==> src/rtl/rx_sweep_ctrl.sv <==
// RX frequency-sweep scheduler: retune, settle, integrate magnitude, emit one result per step.
// Define RX_SWEEP_PHASE_EN to add the res_phase output captured at the last integrated strobe.
module rx_sweep_ctrl #(
    parameter int PW = 24,
    parameter int MW = 16,
    parameter int NW = 16,
    parameter int SW = 12,
    parameter int AW = 28
) (
    input  logic          sys_clk,
    input  logic          rst,
    input  logic          start,
    input  logic          abort,
    input  logic [PW-1:0] start_inc,
    input  logic [PW-1:0] step_inc,
    input  logic [NW-1:0] num_steps,
    input  logic [SW-1:0] settle_cnt,
    input  logic [SW-1:0] avg_cnt,
    input  logic          ce_down,
    input  logic [MW-1:0] rx_magnitude,
    input  logic [24:0]   rx_phase,
    output logic [PW-1:0] phase_inc,
    output logic          busy,
    output logic          res_valid,
    input  logic          res_ready,
    output logic [NW-1:0] res_index,
    output logic [AW-1:0] res_mag_sum,
`ifdef RX_SWEEP_PHASE_EN
    output logic [24:0]   res_phase,
`endif
    output logic          done
);

    typedef enum logic [2:0] {
        S_IDLE,
        S_TUNE,
        S_SETTLE,
        S_ACCUM,
        S_EMIT,
        S_DONE
    } state_t;

    state_t        state_q, state_d;
    logic [PW-1:0] cur_inc_q, cur_inc_d;
    logic [PW-1:0] step_q, step_d;
    logic [NW-1:0] nsteps_q, nsteps_d;
    logic [SW-1:0] settle_q, settle_d;
    logic [SW-1:0] avg_q, avg_d;
    logic [NW-1:0] idx_q, idx_d;
    logic [SW-1:0] cnt_q, cnt_d;
    logic [AW-1:0] acc_q, acc_d;
    logic [PW-1:0] pinc_q, pinc_d;
    logic [AW-1:0] mag_ext;

    // Negative magnitudes contribute nothing to the integral.
    assign mag_ext = rx_magnitude[MW-1] ? '0 : AW'(rx_magnitude);

`ifdef RX_SWEEP_PHASE_EN
    logic [24:0] phase_q, phase_d;
`else
    logic rx_phase_unused;
    assign rx_phase_unused = ^rx_phase;
`endif

    always_comb begin
        state_d   = state_q;
        cur_inc_d = cur_inc_q;
        step_d    = step_q;
        nsteps_d  = nsteps_q;
        settle_d  = settle_q;
        avg_d     = avg_q;
        idx_d     = idx_q;
        cnt_d     = cnt_q;
        acc_d     = acc_q;
        pinc_d    = pinc_q;
`ifdef RX_SWEEP_PHASE_EN
        phase_d   = phase_q;
`endif
        if (abort && state_q != S_IDLE) begin
            // Abort discards any same-cycle progress, including a handshake.
            state_d = S_IDLE;
        end else begin
            unique case (state_q)
                S_IDLE: begin
                    if (start && !abort) begin
                        cur_inc_d = start_inc;
                        step_d    = step_inc;
                        nsteps_d  = num_steps;
                        settle_d  = settle_cnt;
                        avg_d     = (avg_cnt == '0) ? SW'(1) : avg_cnt;
                        idx_d     = '0;
                        state_d   = (num_steps == '0) ? S_DONE : S_TUNE;
                    end
                end
                S_TUNE: begin
                    pinc_d  = cur_inc_q;
                    cnt_d   = settle_q;
                    acc_d   = '0;
                    state_d = S_SETTLE;
                end
                S_SETTLE: begin
                    if (cnt_q == '0 || (ce_down && cnt_q == SW'(1))) begin
                        cnt_d   = avg_q;
                        state_d = S_ACCUM;
                    end else if (ce_down) begin
                        cnt_d = cnt_q - SW'(1);
                    end
                end
                S_ACCUM: begin
                    if (ce_down) begin
                        acc_d = acc_q + mag_ext;
                        cnt_d = cnt_q - SW'(1);
                        if (cnt_q == SW'(1)) begin
                            state_d = S_EMIT;
`ifdef RX_SWEEP_PHASE_EN
                            phase_d = rx_phase;
`endif
                        end
                    end
                end
                S_EMIT: begin
                    if (res_ready) begin
                        if (idx_q == nsteps_q - NW'(1)) begin
                            state_d = S_DONE;
                        end else begin
                            idx_d     = idx_q + NW'(1);
                            cur_inc_d = cur_inc_q + step_q;
                            state_d   = S_TUNE;
                        end
                    end
                end
                S_DONE: begin
                    state_d = S_IDLE;
                end
                default: begin
                    state_d = S_IDLE;
                end
            endcase
        end
    end

    always_ff @(posedge sys_clk) begin
        if (rst) begin
            state_q   <= S_IDLE;
            cur_inc_q <= '0;
            step_q    <= '0;
            nsteps_q  <= '0;
            settle_q  <= '0;
            avg_q     <= '0;
            idx_q     <= '0;
            cnt_q     <= '0;
            acc_q     <= '0;
            pinc_q    <= '0;
`ifdef RX_SWEEP_PHASE_EN
            phase_q   <= '0;
`endif
        end else begin
            state_q   <= state_d;
            cur_inc_q <= cur_inc_d;
            step_q    <= step_d;
            nsteps_q  <= nsteps_d;
            settle_q  <= settle_d;
            avg_q     <= avg_d;
            idx_q     <= idx_d;
            cnt_q     <= cnt_d;
            acc_q     <= acc_d;
            pinc_q    <= pinc_d;
`ifdef RX_SWEEP_PHASE_EN
            phase_q   <= phase_d;
`endif
        end
    end

    assign phase_inc   = pinc_q;
    assign busy        = (state_q == S_TUNE) || (state_q == S_SETTLE) ||
                         (state_q == S_ACCUM) || (state_q == S_EMIT);
    assign res_valid   = (state_q == S_EMIT);
    assign res_index   = idx_q;
    assign res_mag_sum = acc_q;
    assign done        = (state_q == S_DONE);
`ifdef RX_SWEEP_PHASE_EN
    assign res_phase   = phase_q;
`endif

endmodule

==> config.mk <==
export PLATFORM = sky130hd
export DESIGN_NAME = rx_sweep_ctrl
export DESIGN_NICKNAME = d
export VERILOG_FILES = /design/src/rtl/rx_sweep_ctrl.sv
export SDC_FILE = /design/constraint.sdc
export NUM_CORES = 1
export LEC_CHECK = 0
export CAP_MARGIN = 10
export CORE_MARGIN = 4
export CORE_UTILIZATION = 56
export DETAILED_ROUTE_END_ITERATION = 7
export PLACE_DENSITY = 0.87
export SYNTH_ARGS = -nofsm -noshare
export SYNTH_HDL_FRONTEND = slang
export SYNTH_SLANG_ARGS = --single-unit
export TNS_END_PERCENT = 10
==> constraint.sdc <==
create_clock -name sys_clk -period 9.68 [get_ports sys_clk]
set_clock_uncertainty 0.05 [all_clocks]
set_input_delay 1.936 -clock sys_clk [delete_from_list [all_inputs] [get_ports sys_clk]]
set_output_delay 1.936 -clock sys_clk [all_outputs]
set_load 0.01 [all_outputs]
==> metrics.yaml, run 1 <==
final_layout:
  fillers: 1323
  finalNonFillerCells: 1647
  nNetsFinal: 1593
  drive_gt1_frac: 0.0484
  area_growth_pct: 25.1
  diodes: 0
cts:
  h-tree-depth: 4
  cts_tree: "yes"
  cts_buffers: 17
  clock_path_buffers: 2
  clkTransAtPathRegs_ns: 0.07
  clk_latency_ns: 0.43
  root_buffer: "clkbuf_16"
  cts_resized: 0
  cts.sinks: 171
  post_cts_buffers: 0
  ctsHoldBuffers: 0
placed_design:
  hpwl_um: 18500
  finalWeightedCongestion: 0.912
  post-place-ws_ns: 3.95
  port_buffers: 180
  dp.cells: 1614
sta:
  setup_tns_ns: 0
  hold_viol_final: 0
  period_needed_ns: 5.34
  relSlewSlack: 0.284
  final-max-slew-violation-count: 0
  max_clock_freq_ghz: 0.187
  worst_pin_slew_ns: 1.07
  finalSetupViolations: 0
  fin_crit_sh: 0.551
  setup_ws_ns: 4.34
  rsz0062_at_grt: "no"
synthesis:
  syn-num-nets: 1457
  syn_avg_cell_area_um2: 7.63
  synth_top_area_frac: 0.351
  synthArstFlopShare: 0
  synth-seq-area-share: 0.351
  ys.flop_type: "dfxtp_1"
  synth_area_leader_cell: "dfxtp_1"
  syn-cell-area_um2: 9760
  synth_area_leaders: "dfxtp_1 (35%), nand2_1 (10%), a21oi_1 (8.2%)"
  synthCells: 1278
  synth_cell_types: 71
  synth_edf_count: 0
  synth-seq-cells: 171
  yosysWarningCount: 0
global_route:
  grt_max_degree: 100
  overflow: 0
  grt_antenna_before_repair: 0
  grt_util_all_layers: 0.262
  grt_pass1_wl_um: 43600
  grt_pass1_vias: 9175
setup_path:
  crit_cells: 11
  reg2reg_depth: 10
  cp_slowest_stage_delay_ns: 0.77
  worstPathCellList: "clkdlybuf4s50_1 > nor2b_1 > ha_1 > a21o_1 > a21oi_1 > o21bai_1 > a2111o_1 > a311o_1 > a21boi_0 > o21ai_0 > a21oi_1"
  required_ns: 10.00
  worst-path-buf-inv: 1
  crit_family: "compound AO/OA/AOI/OAI gates"
  arrival_ns: 5.65
  crit_path_frequent_cell: "a21oi_1"
  cp-end-kind: "flip-flop"
  crit_type: "in -> reg"
  cpMaxStageDelayCell: "a21boi_0"
  worstSetupStartpointType: "input pin"
  crit_fanout: 15
power_and_ir_drop:
  peakVddDrop_v: 0.000135
  intPower_mw: 1.44
  power_frac_clock: 0.297
  power_density_nw_per_um2: 183
  power_mw: 2.24
  p_leak_nw: 4.50
  p_comb_frac: 0.320
  p_seq_frac: 0.383
  p_switching_uw: 797
  p_sw_frac: 0.356
worst_hold_path:
  hp-class: "reg -> reg"
  min_path_cells: 2
routing:
  dr.pass1.iters: 5
  drc: 0
  num_vias: 9710
  wl_um: 26500
  post_drt_wl_per_cell_um: 16.1
  antenna_left: 0
  initialDrtViolationCount: 679
  via_per_inst: 5.90
floorplanning:
  core_um2: 16800
  initial_utilization: 0.580
  die_x_um: 140
  rows: 47
  dieArea_um2: 19600
  die_h_um: 140
  io_pins: 206
job:
  drv_cap: 0
status:
  outcome: "finished clean"
[final timing paths]
kind / start / endpoint / slack, ns
worst max-delay path: rx_magnitude[15] / res_mag_sum[27] / 4.34
worst max register to register: state_q[0] / cur_inc_q[20] / 6.17
worst min-delay path: settle_q[3] / settle_q[3] / 0.40
worst min register to register: settle_q[3] / settle_q[3] / 0.40
[per-layer routing]
layer	vias to the layer above	track usage	wire length, um
li1	4799	-	-
met1	4528	0.343	11500
met2	335	0.438	12600
met3	48	0.0651	1950
met4	0	0.0632	434
met5	-	0	0
[tightest hold or removal path, cell delays in order (launching register included)]
cell and delay (ns):
dfxtp_1 0.31, nand2_1 0.05, a21oi_1 0.05
[logic make-up after synthesis]
| family | share of synthesized area |
|---|---|
| xor gates and xnor gates | 0.0458 |
| AOI/OAI and AO/OA | 0.212 |
| adders and majority gates | 0.0590 |
| buffers and inverters | 0.0431 |
| DFF | 0.351 |
| and+or+nand+nor | 0.273 |
| muxes | 0.0154 |
[power groups by stage]
stage	clock network [mW]	logic [mW]	registers [mW]
after floorplan	0	0.528	0.838
after CTS	0.668	0.709	0.854
after global placement	0	0.685	0.864
after global routing	0.694	0.796	0.865
final	0.664	0.717	0.856
after detailed placement	0	0.703	0.868
[sequential cells by signal, summed over array words and instances, names as in the netlist]
| signal | flops |
|---|---|
| avg_q | 12 |
| cnt_q | 12 |
| cur_inc_q | 24 |
| nsteps_q | 16 |
| phase_inc | 24 |
| res_index | 16 |
| res_mag_sum | 28 |
| settle_q | 12 |
| state_q | 3 |
| step_q | 24 |
[stage by stage]
stage / hold slack, ns / area (um^2) / util
finish: 0.404 / 12200 / 0.726
global route: 0.420 / 12200 / 0.726
CTS: 0.407 / 12200 / 0.725
detailed placement: 0.399 / 11600 / 0.692
global placement: 0.393 / 11600 / 0.692
floorplan: 0.381 / 9760 / -
[final cells by class]
type                    count  area (um^2)  area share
flip-flops and latches    171         3420       0.280
clock inverters             9         88.8     0.00728
multi-input cells        1001         5940       0.487
inverters                  32          120     0.00984
well taps                 220          275      0.0225
repair buffers            191         1880       0.154
clock buffers              23          478      0.0392
[Yosys cell counts (6+ instances only)]
cell type / count
a22oi_1: 9
nand3_1: 26
a211oi_1: 18
or3_1: 24
xnor2_1: 39
xor2_1: 12
a21o_1: 13
and3_1: 11
and2_1: 6
clkbuf_1: 61
a31oi_1: 7
nand2_1: 261
nand2b_1: 9
o21a_1: 8
inv_1: 32
nand4_1: 8
nor4_1: 15
or2_2: 8
a21oi_1: 160
mux2i_1: 15
nor2_1: 91
ha_1: 42
dfxtp_1: 171
nor2b_1: 26
o211ai_1: 17
nor3_1: 41
o21ai_0: 37
a311oi_1: 13
[layout by cell type, fill, tap and decap left out, types with 11 or more instances in the layout]
master           count
nand2_1            261
clkdlybuf4s50_1    179
dfxtp_1            171
a21oi_1            160
nor2_1              91
ha_1                42
nor3_1              40
xnor2_1             39
o21ai_0             37
inv_1               32
nor2b_1             26
nand3_1             25
or3_1               24
a211oi_1            18
o211ai_1            17
clkbuf_16           17
mux2i_1             15
nor4_1              14
a21o_1              13
a311oi_1            13
xor2_1              12
buf_4               12
and3_1              11
Note: power is estimated with default switching activity, not from simulation.
==> run 2, diff against run 1 <==
Settings changed: CORE_UTILIZATION 56 to 47, PLACE_DENSITY 0.87 to 0.77.
Clock period 9.68 ns to 4.55 ns, I/O delays scaled along.
==> run 2 against run 1 <==
Effect of this change: clock-buffer cell count is 4 lower; flip-flop and latch count stayed put; die area is 18% higher; sequential power is 110% higher; register-to-register slack worse by 4.8 ns; hold slack worse by 0.0014 ns; critical path type unchanged; largest cell class unchanged; largest power group unchanged.
==> metrics.yaml, run 2 (same netlist as run 1, synthesis figures left out) <==
final_layout:
  final_common_cell: "nand2_1"
  drive_gt1_frac: 0.0551  # +0.00674
  final_cell_mix: "nand2_1 (261), clkdlybuf4s50_1 (179), dfxtp_1 (171)"
  nNetsFinal: 1600  # +0.44%
  fin_area_um2: 12300  # +1.1%
  fillers: 1821  # +38%
  finalNonFillerCells: 1704  # +3.5%
  largest_register_ffs: 28  # unchanged
  diodes: 0  # unchanged
  area_growth_pct: 26.5
placed_design:
  postPlaceCellArea_um2: 11800  # +1.2%
  hpwl_um: 18800  # +1.9%
  finalWeightedCongestion: 0.900  # -1.3%
  dp.cells: 1671  # +3.5%
  port_buffers: 180  # unchanged
cts:
  h-tree-depth: 4  # unchanged
  clock_path_buffers: 2  # unchanged
  cts_tree: "yes"
  clk_latency_ns: 0.44  # about the same
  cts_resized: 0  # unchanged
  post_cts_buffers: 0  # unchanged
  cts_buffers: 17  # unchanged
  clkTransAtPathRegs_ns: 0.07  # about the same
  cts.sinks: 171  # unchanged
  ctsHoldBuffers: 0  # unchanged
  root_buffer: "clkbuf_16"
routing:
  drc: 0  # unchanged
  num_vias: 9569  # -1.5%
  initialDrtViolationCount: 548  # -19%
  wl_um: 26600  # +0.43%
  via_per_inst: 5.62  # -4.7%
  antenna_left: 0  # unchanged
  dr.pass1.iters: 5  # unchanged
  post_drt_wl_per_cell_um: 15.6  # -2.9%
sta:
  setup_tns_ns: 0  # unchanged
  rsz0062_at_grt: "no"
  relSlewSlack: 0.380  # +0.0956
  max_clock_freq_ghz: 0.266
  fin_hold_ws_ns: 0.403  # -0.00145 ns
  fin_crit_sh: 0.825
  final-max-slew-violation-count: 0  # unchanged
  finalSetupViolations: 0  # unchanged
  hold_viol_final: 0  # unchanged
  period_needed_ns: 3.75
  worst_pin_slew_ns: 0.930  # -0.140 ns
setup_path:
  arrival_ns: 4.02  # -1.63 ns
  crit_type: "in -> reg"
  required_ns: 4.82  # -5.18 ns
  crit_fanout: 11  # -4
  reg2reg_depth: 12  # +2
  endpoint: "res_mag_sum[22]"
  r2r_slack_ns: 1.39  # -4.78 ns
  timing.rr.start: "nsteps_q[0]"
  reg2reg_to: "cur_inc_q[7]"
  cp-end-kind: "flip-flop"
  worstSetupStartpointType: "input pin"
  crit_start: "rx_magnitude[15]"
global_route:
  grt_pass1_vias: 9065  # -1.2%
  overflow: 0  # unchanged
  grt_max_degree: 87  # -13%
  grt_antenna_before_repair: 2  # +2
  grt_util_all_layers: 0.223  # -0.0390
  grt_pass1_wl_um: 44300  # +1.5%
power_and_ir_drop:
  peakVddDrop_v: 0.000253  # +88%
  power_density_nw_per_um2: 386  # +110%
  p_leak_nw: 4.53  # +0.73%
floorplanning:
  die_x_um: 152  # +8.6%
  initial_utilization: 0.481  # -0.0995
  core_um2: 20300  # +21%
  die_h_um: 152  # +8.6%
  dieArea_um2: 23100  # +18%
  rows: 52  # +11%
  io_pins: 206  # unchanged
worst_hold_path:
  hp-class: "reg -> reg"
status:
  outcome: "finished clean"
job:
  drv_cap: 0  # unchanged
-- run 2: cell count changes in the layout (fill, tap and decap cells not counted), sizes merged --
cell and delta:
bufinv -1, buf +7, clkinvlp +2, inv +5, clkbuf -4, clkinv -2
-- run 2: metrics by stage --
stage / worst slack, ns / power (mW) / util
floorplan: 1.16 / 2.91 / -
global placement: 0.432 / 3.33 / 0.580
detailed placement: 0.378 / 3.37 / 0.580
CTS: 0.850 / 4.77 / 0.608
global route: 0.483 / 5.06 / 0.608
finish: 0.797 / 4.76 / 0.608
-- run 2: critical path, cell delays in order --
cell	delay [ns]
clkdlybuf4s50_1	0.54
buf_4	0.20
nor2b_1	0.07
ha_1	0.31
o21a_1	0.20
o21ai_0	0.21
nor2b_1	0.20
a211oi_1	0.10
o311a_1	0.40
o21ai_0	0.50
a21boi_0	0.22
mux2i_1	0.16
-- run 2: worst min-delay path by stage --
stage,from,to,slack [ns],cells after the start
finish,phase_inc[21],phase_inc[21],0.40,2
global route,phase_inc[21],phase_inc[21],0.42,2
CTS,phase_inc[21],phase_inc[21],0.41,2
detailed placement,phase_inc[21],phase_inc[21],0.40,2
global placement,phase_inc[23],phase_inc[23],0.39,2
floorplan,settle_q[5],settle_q[5],0.38,2
-- run 2: report_power, final --
group	internal, mW	total, mW	switching [mW]
combinational	0.630	1.54	0.914
sequential	1.65	1.82	0.166
clock	0.742	1.40	0.661
-- run 2: final cells by class --
class                   instances  area (um^2)  area share
multi-input cells            1001         5940       0.481
flip-flops and latches        171         3420       0.277
repair buffers                198         1960       0.159
clock buffers                  19          453      0.0367
well taps                     270          338      0.0274
inverters                      32          120     0.00973
clock inverters                13          109     0.00882
-- run 2: metal layers --
metal	part of all wire	vias to the layer above	track usage	wire [um]
li1	-	4808	-	-
met1	0.46	4430	0.295	12300
met2	0.47	291	0.369	12500
met3	0.055	36	0.0529	1480
met4	0.016	4	0.0561	415
met5	0.0010	-	0	27
